File: config.mk
export PLATFORM = sky130hd
export DESIGN_NAME = mips_multicycle_ctrl
export DESIGN_NICKNAME = d
export VERILOG_FILES = /design/src/rtl/mips_multicycle_ctrl.sv
export SDC_FILE = /design/constraint.sdc
export NUM_CORES = 1
export LEC_CHECK = 0
export CELL_PAD_IN_SITES_DETAIL_PLACEMENT = 2
export CELL_PAD_IN_SITES_GLOBAL_PLACEMENT = 2
export CORE_MARGIN = 8
export CORE_UTILIZATION = 26
export DETAILED_ROUTE_END_ITERATION = 7
export GPL_ROUTABILITY_DRIVEN = 0
export PLACE_DENSITY_LB_ADDON = 0.15
export SLEW_MARGIN = 20
export SYNTH_ARGS = -nofsm -noshare
export SYNTH_HDL_FRONTEND = slang
export SYNTH_SLANG_ARGS = --single-unit
File: constraint.sdc
create_clock -name clk -period 2.2 [get_ports clk]
set_input_delay 0.44 -clock clk [delete_from_list [all_inputs] [get_ports clk]]
set_output_delay 0.44 -clock clk [all_outputs]
set_load 0.1 [all_outputs]
File: src/rtl/mips_multicycle_ctrl.sv
// Multi-cycle MIPS main control sequencer.
// Drives ALU, register file, PC and the unified instruction/data memory,
// with a memory ready handshake, an illegal-opcode halt and a retired count.
module mips_multicycle_ctrl #(
  parameter int unsigned CNT_W = 32
) (
  input  logic             clk,
  input  logic             rst,
  input  logic [5:0]       opcode,
  input  logic             zero,
  input  logic             mem_ready,
  output logic             pc_write,
  output logic             pc_write_cond,
  output logic             pc_en,
  output logic             iord,
  output logic             mem_read,
  output logic             mem_write,
  output logic             ir_write,
  output logic             reg_dst,
  output logic             mem_to_reg,
  output logic             reg_write,
  output logic             alu_src_a,
  output logic [1:0]       alu_src_b,
  output logic [1:0]       alu_op,
  output logic [1:0]       pc_source,
  output logic [3:0]       state,
  output logic             halted,
  output logic [CNT_W-1:0] retired
);

  typedef enum logic [3:0] {
    S_FETCH     = 4'd0,
    S_DECODE    = 4'd1,
    S_MEM_ADDR  = 4'd2,
    S_MEM_READ  = 4'd3,
    S_MEM_WB    = 4'd4,
    S_MEM_WRITE = 4'd5,
    S_R_EXEC    = 4'd6,
    S_R_WB      = 4'd7,
    S_BRANCH    = 4'd8,
    S_JUMP      = 4'd9,
    S_I_EXEC    = 4'd10,
    S_I_WB      = 4'd11,
    S_HALT      = 4'd12
  } state_t;

  localparam logic [5:0] OP_RTYPE = 6'h00;
  localparam logic [5:0] OP_J     = 6'h02;
  localparam logic [5:0] OP_BEQ   = 6'h04;
  localparam logic [5:0] OP_ADDI  = 6'h08;
  localparam logic [5:0] OP_LW    = 6'h23;
  localparam logic [5:0] OP_SW    = 6'h2B;

  state_t           r_state;
  state_t           w_next;
  logic [CNT_W-1:0] r_retired;
  logic             w_retire;

  // Raw Moore enables before reset gating
  logic w_pc_write;
  logic w_pc_write_cond;
  logic w_mem_read;
  logic w_mem_write;
  logic w_ir_write;
  logic w_reg_write;

  // State register
  always_ff @(posedge clk) begin
    if (rst) begin
      r_state <= S_FETCH;
    end else begin
      r_state <= w_next;
    end
  end

  // Retired-instruction counter, wraps naturally at 2^CNT_W
  always_ff @(posedge clk) begin
    if (rst) begin
      r_retired <= '0;
    end else if (w_retire) begin
      r_retired <= r_retired + CNT_W'(1);
    end
  end

  // Next-state, retire strobe and Moore output decode
  always_comb begin
    w_next          = r_state;
    w_retire        = 1'b0;
    w_pc_write      = 1'b0;
    w_pc_write_cond = 1'b0;
    w_mem_read      = 1'b0;
    w_mem_write     = 1'b0;
    w_ir_write      = 1'b0;
    w_reg_write     = 1'b0;
    iord            = 1'b0;
    reg_dst         = 1'b0;
    mem_to_reg      = 1'b0;
    alu_src_a       = 1'b0;
    alu_src_b       = 2'b00;
    alu_op          = 2'b00;
    pc_source       = 2'b00;
    halted          = 1'b0;

    case (r_state)
      S_FETCH: begin
        w_mem_read = 1'b1;
        alu_src_b  = 2'b01;
        w_ir_write = mem_ready;
        w_pc_write = mem_ready;
        if (mem_ready) w_next = S_DECODE;
      end
      S_DECODE: begin
        alu_src_b = 2'b11;
        case (opcode)
          OP_LW, OP_SW: w_next = S_MEM_ADDR;
          OP_RTYPE:     w_next = S_R_EXEC;
          OP_BEQ:       w_next = S_BRANCH;
          OP_J:         w_next = S_JUMP;
          OP_ADDI:      w_next = S_I_EXEC;
          default:      w_next = S_HALT;
        endcase
      end
      S_MEM_ADDR: begin
        alu_src_a = 1'b1;
        alu_src_b = 2'b10;
        w_next    = (opcode == OP_LW) ? S_MEM_READ : S_MEM_WRITE;
      end
      S_MEM_READ: begin
        w_mem_read = 1'b1;
        iord       = 1'b1;
        if (mem_ready) w_next = S_MEM_WB;
      end
      S_MEM_WB: begin
        w_reg_write = 1'b1;
        mem_to_reg  = 1'b1;
        w_next      = S_FETCH;
        w_retire    = 1'b1;
      end
      S_MEM_WRITE: begin
        w_mem_write = 1'b1;
        iord        = 1'b1;
        if (mem_ready) begin
          w_next   = S_FETCH;
          w_retire = 1'b1;
        end
      end
      S_R_EXEC: begin
        alu_src_a = 1'b1;
        alu_op    = 2'b10;
        w_next    = S_R_WB;
      end
      S_R_WB: begin
        w_reg_write = 1'b1;
        reg_dst     = 1'b1;
        w_next      = S_FETCH;
        w_retire    = 1'b1;
      end
      S_BRANCH: begin
        alu_src_a       = 1'b1;
        alu_op          = 2'b01;
        w_pc_write_cond = 1'b1;
        pc_source       = 2'b01;
        w_next          = S_FETCH;
        w_retire        = 1'b1;
      end
      S_JUMP: begin
        w_pc_write = 1'b1;
        pc_source  = 2'b10;
        w_next     = S_FETCH;
        w_retire   = 1'b1;
      end
      S_I_EXEC: begin
        alu_src_a = 1'b1;
        alu_src_b = 2'b10;
        w_next    = S_I_WB;
      end
      S_I_WB: begin
        w_reg_write = 1'b1;
        w_next      = S_FETCH;
        w_retire    = 1'b1;
      end
      S_HALT: begin
        halted = 1'b1;
        w_next = S_HALT;
      end
      default: begin
        w_next = S_HALT;
      end
    endcase
  end

  // Enables are suppressed combinationally while reset is held so an
  // abandoned instruction cannot write anything in its reset cycle.
  assign pc_write      = w_pc_write & ~rst;
  assign pc_write_cond = w_pc_write_cond & ~rst;
  assign pc_en         = (w_pc_write | (w_pc_write_cond & zero)) & ~rst;
  assign mem_read      = w_mem_read & ~rst;
  assign mem_write     = w_mem_write & ~rst;
  assign ir_write      = w_ir_write & ~rst;
  assign reg_write     = w_reg_write & ~rst;
  assign state         = r_state;
  assign retired       = r_retired;

endmodule

Word-level counts from Yosys, hierarchy flattened
Index checks and enable logic that the tools add are counted.
{"block": "word_totals", "regBits": 36, "input_bits": 10, "output_inout_bits": 54, "wordCells": 65}
{"block": "op_classes", "n_addsub": 1, "n_eq_ne": 20, "n_mux": 22, "bitwise_logic": 10, "n_reduce_logical": 10}
{"operator": "32-bit by 1-bit adder with 32-bit output (second input constant)", "count": 1}
{"operator": "4-bit case mux with 8 select lines", "count": 1}
{"operator": "4-bit == test (second input constant)", "count": 5}
{"operator": "4-bit case mux with 5 select lines", "count": 1}
{"operator": "4-bit by 3-bit == test with 1-bit output (second input constant)", "count": 4}
{"operator": "6-bit == test (second input constant)", "count": 2}
{"operator": "4-bit two-way mux", "count": 3}
{"operator": "1-bit two-way mux", "count": 11}
{"operator": "1-bit bitwise AND", "count": 8}
{"operator": "4-bit by 2-bit == test with 1-bit output (second input constant)", "count": 2}
{"operator": "2-bit case mux with 2 select lines", "count": 2}
{"operator": "2-bit OR reduction", "count": 4}
{"operator": "6-bit by 2-bit == test with 1-bit output (second input constant)", "count": 1}
{"operator": "6-bit by 3-bit == test with 1-bit output (second input constant)", "count": 1}
{"operator": "6-bit by 4-bit == test with 1-bit output (second input constant)", "count": 1}
{"operator": "6-bit logical NOT", "count": 1}
{"operator": "2-bit inequality test (second input constant)", "count": 3}
{"operator": "2-bit case mux with 3 select lines", "count": 1}
{"operator": "5-bit OR reduction", "count": 1}
{"operator": "4-bit by 1-bit == test with 1-bit output (second input constant)", "count": 1}
{"operator": "4-bit logical NOT", "count": 1}
{"operator": "1-bit case mux with 2 select lines", "count": 2}
{"operator": "4-bit OR reduction", "count": 1}
{"operator": "3-bit two-way mux", "count": 1}
{"operator": "other kinds (4)", "count": 4}

Depth between registers and ports, before layout
Gate-level depths: netlist of run 1.
{"block": "depth", "depth_word": 5, "mapped_depth": 7, "mapped_depth_nobuf": 5}

Least setup slack after synthesis of run 1
Ideal clock, no wire load.
{"block": "synth_timing", "kind": "reg2out", "start": "register r_state[3], in the netlist state[3]", "end": "output port pc_en", "t_arrival_ps": 5318, "t_required_ps": 1760, "path_slack_ps": -3558, "stages_incl_launch_ff": 5, "n_path_buf": 1, "path_cell_list": "dfxtp_1 clkbuf_1 nand2_1 nor4_1 a21o_1"}
{"block": "synth_via", "elab_chain_len": 5}
{"element": "start, declared", "line_no": "54", "source": "state_t r_state;"}
{"element": "start signal, assigned", "line_no": "72", "source": "r_state <= w_next;"}
{"element": "4-bit == test", "line_no": "104", "source": "case (r_state)"}
{"element": "1-bit two-way mux", "line_no": "104"}
{"element": "1-bit bitwise AND", "line_no": "196", "source": "assign pc_en = (w_pc_write | (w_pc_write_cond & zero)) & ~rst;"}
{"element": "1-bit OR *", "line_no": "196"}
{"element": "1-bit bitwise AND *", "line_no": "196"}
{"element": "end, declared", "line_no": "14", "source": "output logic pc_en,"}
Every way passes the cells marked *; elsewhere a longest branch is shown, timed or not.

Final worst setup path of run 1
{"block": "layout_timing", "start": "register r_state[2], in the netlist state[2]", "end": "output port pc_write_cond"}
{"block": "layout_via", "elab_chain_len": 3}
{"element": "4-bit == test", "line_no": "104"}
{"element": "1-bit two-way mux", "line_no": "104"}
{"element": "1-bit bitwise AND", "line_no": "195", "source": "assign pc_write_cond = w_pc_write_cond & ~rst;"}
{"element": "end, declared", "line_no": "13", "source": "output logic pc_write_cond,"}
No other way between the ends.

==> results of run 1 <==
[synthesized netlist by cell type, types with 6 or more instances]
cell type / count
sky130_fd_sc_hd__a21oi_1: 20
sky130_fd_sc_hd__clkbuf_1: 9
sky130_fd_sc_hd__dfxtp_1: 36
sky130_fd_sc_hd__nand2_1: 19
sky130_fd_sc_hd__nand3_1: 10
sky130_fd_sc_hd__nand4_1: 6
sky130_fd_sc_hd__nor2_1: 32
sky130_fd_sc_hd__nor3_1: 17
sky130_fd_sc_hd__nor4_1: 9
sky130_fd_sc_hd__o21ai_0: 17
sky130_fd_sc_hd__or3_1: 15
sky130_fd_sc_hd__xnor2_1: 16
[per-stage QoR]
step	total power, uW	utilization (%)	TNS, ns	area [um^2]
2_1_floorplan	1320	-	-2.11	2350
6_report	2220	43.9	0	3380
3_3_place_gp	1590	41.9	-2.31	3220
5_1_grt	2310	43.9	0	3380
3_5_place_dp	1600	41.9	-3.25	3220
4_1_cts	2240	43.6	0	3350
[registers in the layout (all words and copies together), names as in the netlist]
name	cells
state	4
retired	32
[cells by family after synthesis]
logic type,after synthesis,share of synthesized area (%)
AND/OR/NAND/NOR,134,34.8
AO/OA/AOI/OAI,56,16.5
flip-flops,36,35.0
buffers and inverters,22,5.10
XOR/XNOR,19,8.08
adder cells (fa/ha/maj),1,0.607
[worst reg2reg max path: stages (launching register included)]
cell and delay (ns):
sky130_fd_sc_hd__dfxtp_4 0.47, sky130_fd_sc_hd__or2_1 0.23, sky130_fd_sc_hd__o2111ai_2 0.15, sky130_fd_sc_hd__or4_4 0.65, sky130_fd_sc_hd__or3_1 0.34, sky130_fd_sc_hd__a21oi_1 0.17
[final timing paths]
check	endpoint	from	slack, ns	cells past startpoint
worst max register to register	retired[19]$_SDFFE_PP0P_	state[3]$_SDFFE_PP0P_	0.12	5
worst min register to register	retired[31]$_SDFFE_PP0P_	retired[31]$_SDFFE_PP0P_	0.50	2
worst min-delay path	retired[31]$_SDFFE_PP0P_	retired[31]$_SDFFE_PP0P_	0.50	2
worst max-delay path	pc_write_cond	state[2]$_SDFFE_PP0P_	0.07	6
[power breakdown]
group,total (uW),internal (uW),leakage [uW],switching [uW]
combinational,903,293,0.000801,609
sequential,688,657,0.000308,30.6
clock,625,365,0.0000588,259
[timing repair]
item / CTS / global route
endpoints found under the setup margin: 4 / 5
gates resized for setup: 7 / 3
pin swaps: 2 / 2
buffers inserted: 0 / 3
[metal layers]
layer  vias up  track usage, %
met4         0            4.59
met5         -               0
met2        38            24.8
li1       1116               -
met1      1110            18.0
met3         8            3.07
[cell type report]
cell class,instances,area (um^2)
flip-flops and latches,36,795
clock inverters,2,33.8
well taps,102,128
repair buffers,84,900
clock buffers,6,82.6
multi-input cells,210,1420
inverters,5,21.3
fillers,876,4310
==> results.cfg, run 1 <==
[drt]
drt-vias-per-instance = 5.11
dr_wl_met3_um = 233
drt-pass1-iter-count = 4
num_vias = 2272
post_drt_wl_per_cell_um = 17.6
drt_drc_violations_left = 0
drtAntennaViolNets = 0
routed.top_layer = met4
number_of_violations_reported_at_the_end_of_detailed_routing_iteration_0 = 157
wl_met1_um = 3560
routed_wirelength_um = 7820
detailroute.wirelength.met2_um = 3940

[cells_and_area]
num_antenna_cells = 0
final_cell_mix = 53 x sky130_fd_sc_hd__buf_4, 25 x sky130_fd_sc_hd__nor2_1, 20 x sky130_fd_sc_hd__a21oi_1
drive_above_1_share_pct = 39.9
num-nets-final = 353
area_growth_syn_to_layout_pct = 64.0
final_cell_count_no_fill = 445
layout.cells.most_common = sky130_fd_sc_hd__buf_4

[global_route]
global_route.overflow_total = 0
grt_antenna_before_repair = 0
grt_start_max_net_pins = 34
number_of_global_route_vias_before_repair = 2570
first_pass_grt_wire_length_um = 13400
grt.total_usage_pct = 14.6

[synthesis]
async_set_or_reset_register_ratio_after_synthesis_pct = 0
yosys_most_used_dff = sky130_fd_sc_hd__dfxtp_1
number_of_nets_produced_by_synthesis = 279
synth-seq-cells = 36
synth_edf_count = 0
yosysUniqueCellTypes = 45
post-synth-top-area-cell = sky130_fd_sc_hd__dfxtp_1
synth.cell_area_um2 = 2060
yosysWarnings = 0
syn_inst = 268
synthesis.area_per_instance_um2 = 7.68
synth_seq_area_share_pct = 35.0
area_share_of_the_largest_cell_type_after_synthesis_pct = 35.0
ys_top_cells_by_area = sky130_fd_sc_hd__dfxtp_1 35%, sky130_fd_sc_hd__xnor2_1 6.8%, sky130_fd_sc_hd__nor2_1 5.8%, sky130_fd_sc_hd__a21oi_1 4.9%, sky130_fd_sc_hd__or3_1 4.6%

[job]
max-cap-violations = 0

[sta]
fin_crit_sh_pct = 96.7
timing.slew.headroom_pct = 72.2
timing_max_transition_violations_final = 0
holdWs_ns = 0.501
clock.fmax_ghz = 0.470
setup_ws_ns = 0.0730
unrepaired_setup_endpoints_after_global_routing = false
hold_viol_final = 0
timing_worst_slew_pin_value_ns = 0.417
finalSetupViolCount = 0
finalWorstPathRequiredPeriod_ns = 2.13
finalClockSkew_ns = 0.00302

[critical_path]
cp_slowest_cell = sky130_fd_sc_hd__dfxtp_4
critical_path.most_common_cell = sky130_fd_sc_hd__buf_4
crit_path_cell_trace = buf_4 > inv_4 > nand2_4 > nor4_4 > buf_4 > buf_12
crit_path_end_kind = primary output
max_stage_delay_ns = 0.36
cp.buffers_inverters = 4
timing.setup.critical_path_class = register to primary output
crit_required_ns = 1.76
crit_arrival_ns = 1.69
crit_family = buffers and inverters
timing.critical_path.fanout_max = 14
cp-start-kind = register

[die]
design.portCount = 64
die_wd_um = 105
floorplan.initialDensity_pct = 26.8
die-area_um2 = 11000
design.core.area_um2 = 7690
dieHeight_um = 105
rows = 32

[cts]
tritoncts_num_sinks = 36
cts_root_buf = sky130_fd_sc_hd__clkbuf_8
htreeDepth = 2
cts_tree = done
clock_path_buffers = 2
clkLatencyLatePin_ns = 0.30
cts.hold.buffers_added = 0
worst_setup_hold_path_clk_slew_ns = 0.08
cts_inserted_buffers = 5

[pwr]
vdd.ir_drop.worst_mv = 0.279
p_leak_uw = 0.00117
power_per_cell_area_nw_per_um2 = 656

[placement]
dp.final_hpwl_um = 5900
dp_worst_setup_slack_ns = -0.288
placement.io_buffers = 63
dp_cells = 435

[outcome]
status = completed

[worst_hold_path]
hold_class = register to register
Note: power is estimated with default switching activity, not from simulation.
==> inputs of run 2 (changes only) <==
--- a/config.mk
+++ b/config.mk
@@ -5,10 +5,8 @@
 export SDC_FILE = /design/constraint.sdc
 export NUM_CORES = 1
 export LEC_CHECK = 0
-export CELL_PAD_IN_SITES_DETAIL_PLACEMENT = 2
-export CELL_PAD_IN_SITES_GLOBAL_PLACEMENT = 2
 export CORE_MARGIN = 8
-export CORE_UTILIZATION = 26
+export CORE_UTILIZATION = 30
 export DETAILED_ROUTE_END_ITERATION = 7
 export GPL_ROUTABILITY_DRIVEN = 0
 export PLACE_DENSITY_LB_ADDON = 0.15
==> run 2 against run 1 <==
  * Routed wire length down 22%
  * First-iteration DRC count down 15%
  * Die area down 11%
  * Via count down 3.2%
  * Largest cell class unchanged
==> results.cfg, run 2 (synthesis gave the netlist of run 1 again) <==
[cts]
clock_path_buffers = 2
tritoncts_num_sinks = 36
cts_tree = done
cts.hold.buffers_added = 0
worst_setup_hold_path_clk_slew_ns = 0.07
cts_root_buf = sky130_fd_sc_hd__clkbuf_8
htreeDepth = 2
cts_inserted_buffers = 5
clkLatencyLatePin_ns = 0.29

[global_route]
grt_start_max_net_pins = 32
global_route.overflow_total = 0
first_pass_grt_wire_length_um = 10400
number_of_global_route_vias_before_repair = 2155
grt.total_usage_pct = 12.7
grt_antenna_before_repair = 0

[pwr]
total_power_uw = 2060
power_per_cell_area_nw_per_um2 = 627
p_leak_uw = 0.00113
vdd.ir_drop.worst_mv = 0.411

[critical_path]
crit_path_end_kind = primary output
crit_arrival_ns = 1.68
cp-start-kind = register
timing.setup.critical_path_class = register to primary output
timing.critical_path.fanout_max = 13
r2r_setup_slack_ns = 0.17
crit_required_ns = 1.76

[die]
rows = 30
dieHeight_um = 98.9
die_wd_um = 98.9
die-area_um2 = 9770
design.portCount = 64
design.core.area_um2 = 6720
floorplan.initialDensity_pct = 30.7

[cells_and_area]
area_growth_syn_to_layout_pct = 59.2
num_antenna_cells = 0
fillCellCount = 652
design_area_um2 = 3280
num-nets-final = 349
postLayoutCoreUtil_pct = 48.8
layout.cells.most_common = sky130_fd_sc_hd__buf_4
largest_reg_flops = 32
drive_above_1_share_pct = 38.3
final_cell_mix = 50 x sky130_fd_sc_hd__buf_4, 26 x sky130_fd_sc_hd__nor2_1, 20 x sky130_fd_sc_hd__a21oi_1

[sta]
clock.fmax_ghz = 0.472
unrepaired_setup_endpoints_after_global_routing = false
finalSetupViolCount = 0
timing.slew.headroom_pct = 70.8
timing_max_transition_violations_final = 0
setup-tns-final_ns = 0
finalClockSkew_ns = 0.00320
timing_worst_slew_pin_value_ns = 0.435
fin_crit_sh_pct = 96.2
finalWorstPathRequiredPeriod_ns = 2.12
hold_viol_final = 0

[drt]
num_vias = 2199
post_drt_wl_per_cell_um = 14.5
drtAntennaViolNets = 0
routed_wirelength_um = 6060
drt-pass1-iter-count = 4
number_of_violations_reported_at_the_end_of_detailed_routing_iteration_0 = 134
drt_drc_violations_left = 0
drt-vias-per-instance = 5.25

[job]
max-cap-violations = 0

[placement]
place_area_um2 = 3170
placement.io_buffers = 63
dp.final_hpwl_um = 4490

[outcome]
status = completed

[worst_hold_path]
hold_class = register to register
run 2: cell types whose count changed in the layout (fill, tap and decap cells not counted), sizes merged:
cell	change
bufinv	-1
clkinv	-1
clkbuf	+2
buf	-4
run 2: per-layer routing:
| layer | up-vias | global-route usage (%) | share of wire [%] |
|---|---|---|---|
| met3 | 8 | 4.23 | 7.1 |
| met5 | - | 0 | 0 |
| met2 | 54 | 19.2 | 44 |
| met1 | 1030 | 16.2 | 48 |
| li1 | 1107 | - | - |
| met4 | 0 | 4.96 | 1.5 |
run 2: final timing paths:
| kind | startpoint | to | depth (start not counted) |
|---|---|---|---|
| worst min register to register | retired[1]$_SDFFE_PP0P_ | retired[1]$_SDFFE_PP0P_ | 2 |
| worst min-delay path | retired[1]$_SDFFE_PP0P_ | retired[1]$_SDFFE_PP0P_ | 2 |
| worst max register to register | retired[0]$_SDFFE_PP0P_ | retired[26]$_SDFFE_PP0P_ | 5 |
| worst max-delay path | state[1]$_SDFFE_PP0P_ | reg_write | 5 |
run 2: area by class of cell:
cell class / instances / area, um^2 / area share (%)
Inverter: 5 / 18.8 / 0.572
Multi-Input combinational cell: 210 / 1410 / 43.1
Tap cell: 80 / 100 / 3.05
Timing Repair Buffer: 80 / 862 / 26.3
Clock buffer: 8 / 90.1 / 2.75
Sequential cell: 36 / 795 / 24.2
run 2: per-stage QoR:
stage	hold slack [ns]	instances	setup slack [ns]
2_1_floorplan	0.620	268	-0.590
3_3_place_gp	0.481	410	-0.214
3_5_place_dp	0.486	410	-0.257
4_1_cts	0.499	419	0.00967
5_1_grt	0.510	419	0.00725
6_report	0.499	419	0.0828
run 2: power by group:
part | switching, uW | total, uW | leakage, uW | internal, uW
clock network | 235 | 490 | 0.0000455 | 255
registers | 17.4 | 675 | 0.000308 | 657
logic | 605 | 892 | 0.000781 | 287
run 2: repair_timing:
item | in CTS | in global routing
pin swaps | 2 | 2
resized for setup | 4 | 1
endpoints found under the setup margin | 2 | 3
endpoints found under the hold margin | 0 | 0
setup buffers | 1 | 0
run 2: worst max-delay path, stage by stage, from the launching register on:
cell and delay (ns):
sky130_fd_sc_hd__dfxtp_4 0.45, sky130_fd_sc_hd__buf_4 0.25, sky130_fd_sc_hd__nand2_1 0.14, sky130_fd_sc_hd__o22a_1 0.25, sky130_fd_sc_hd__nor2_4 0.11, sky130_fd_sc_hd__buf_12 0.18
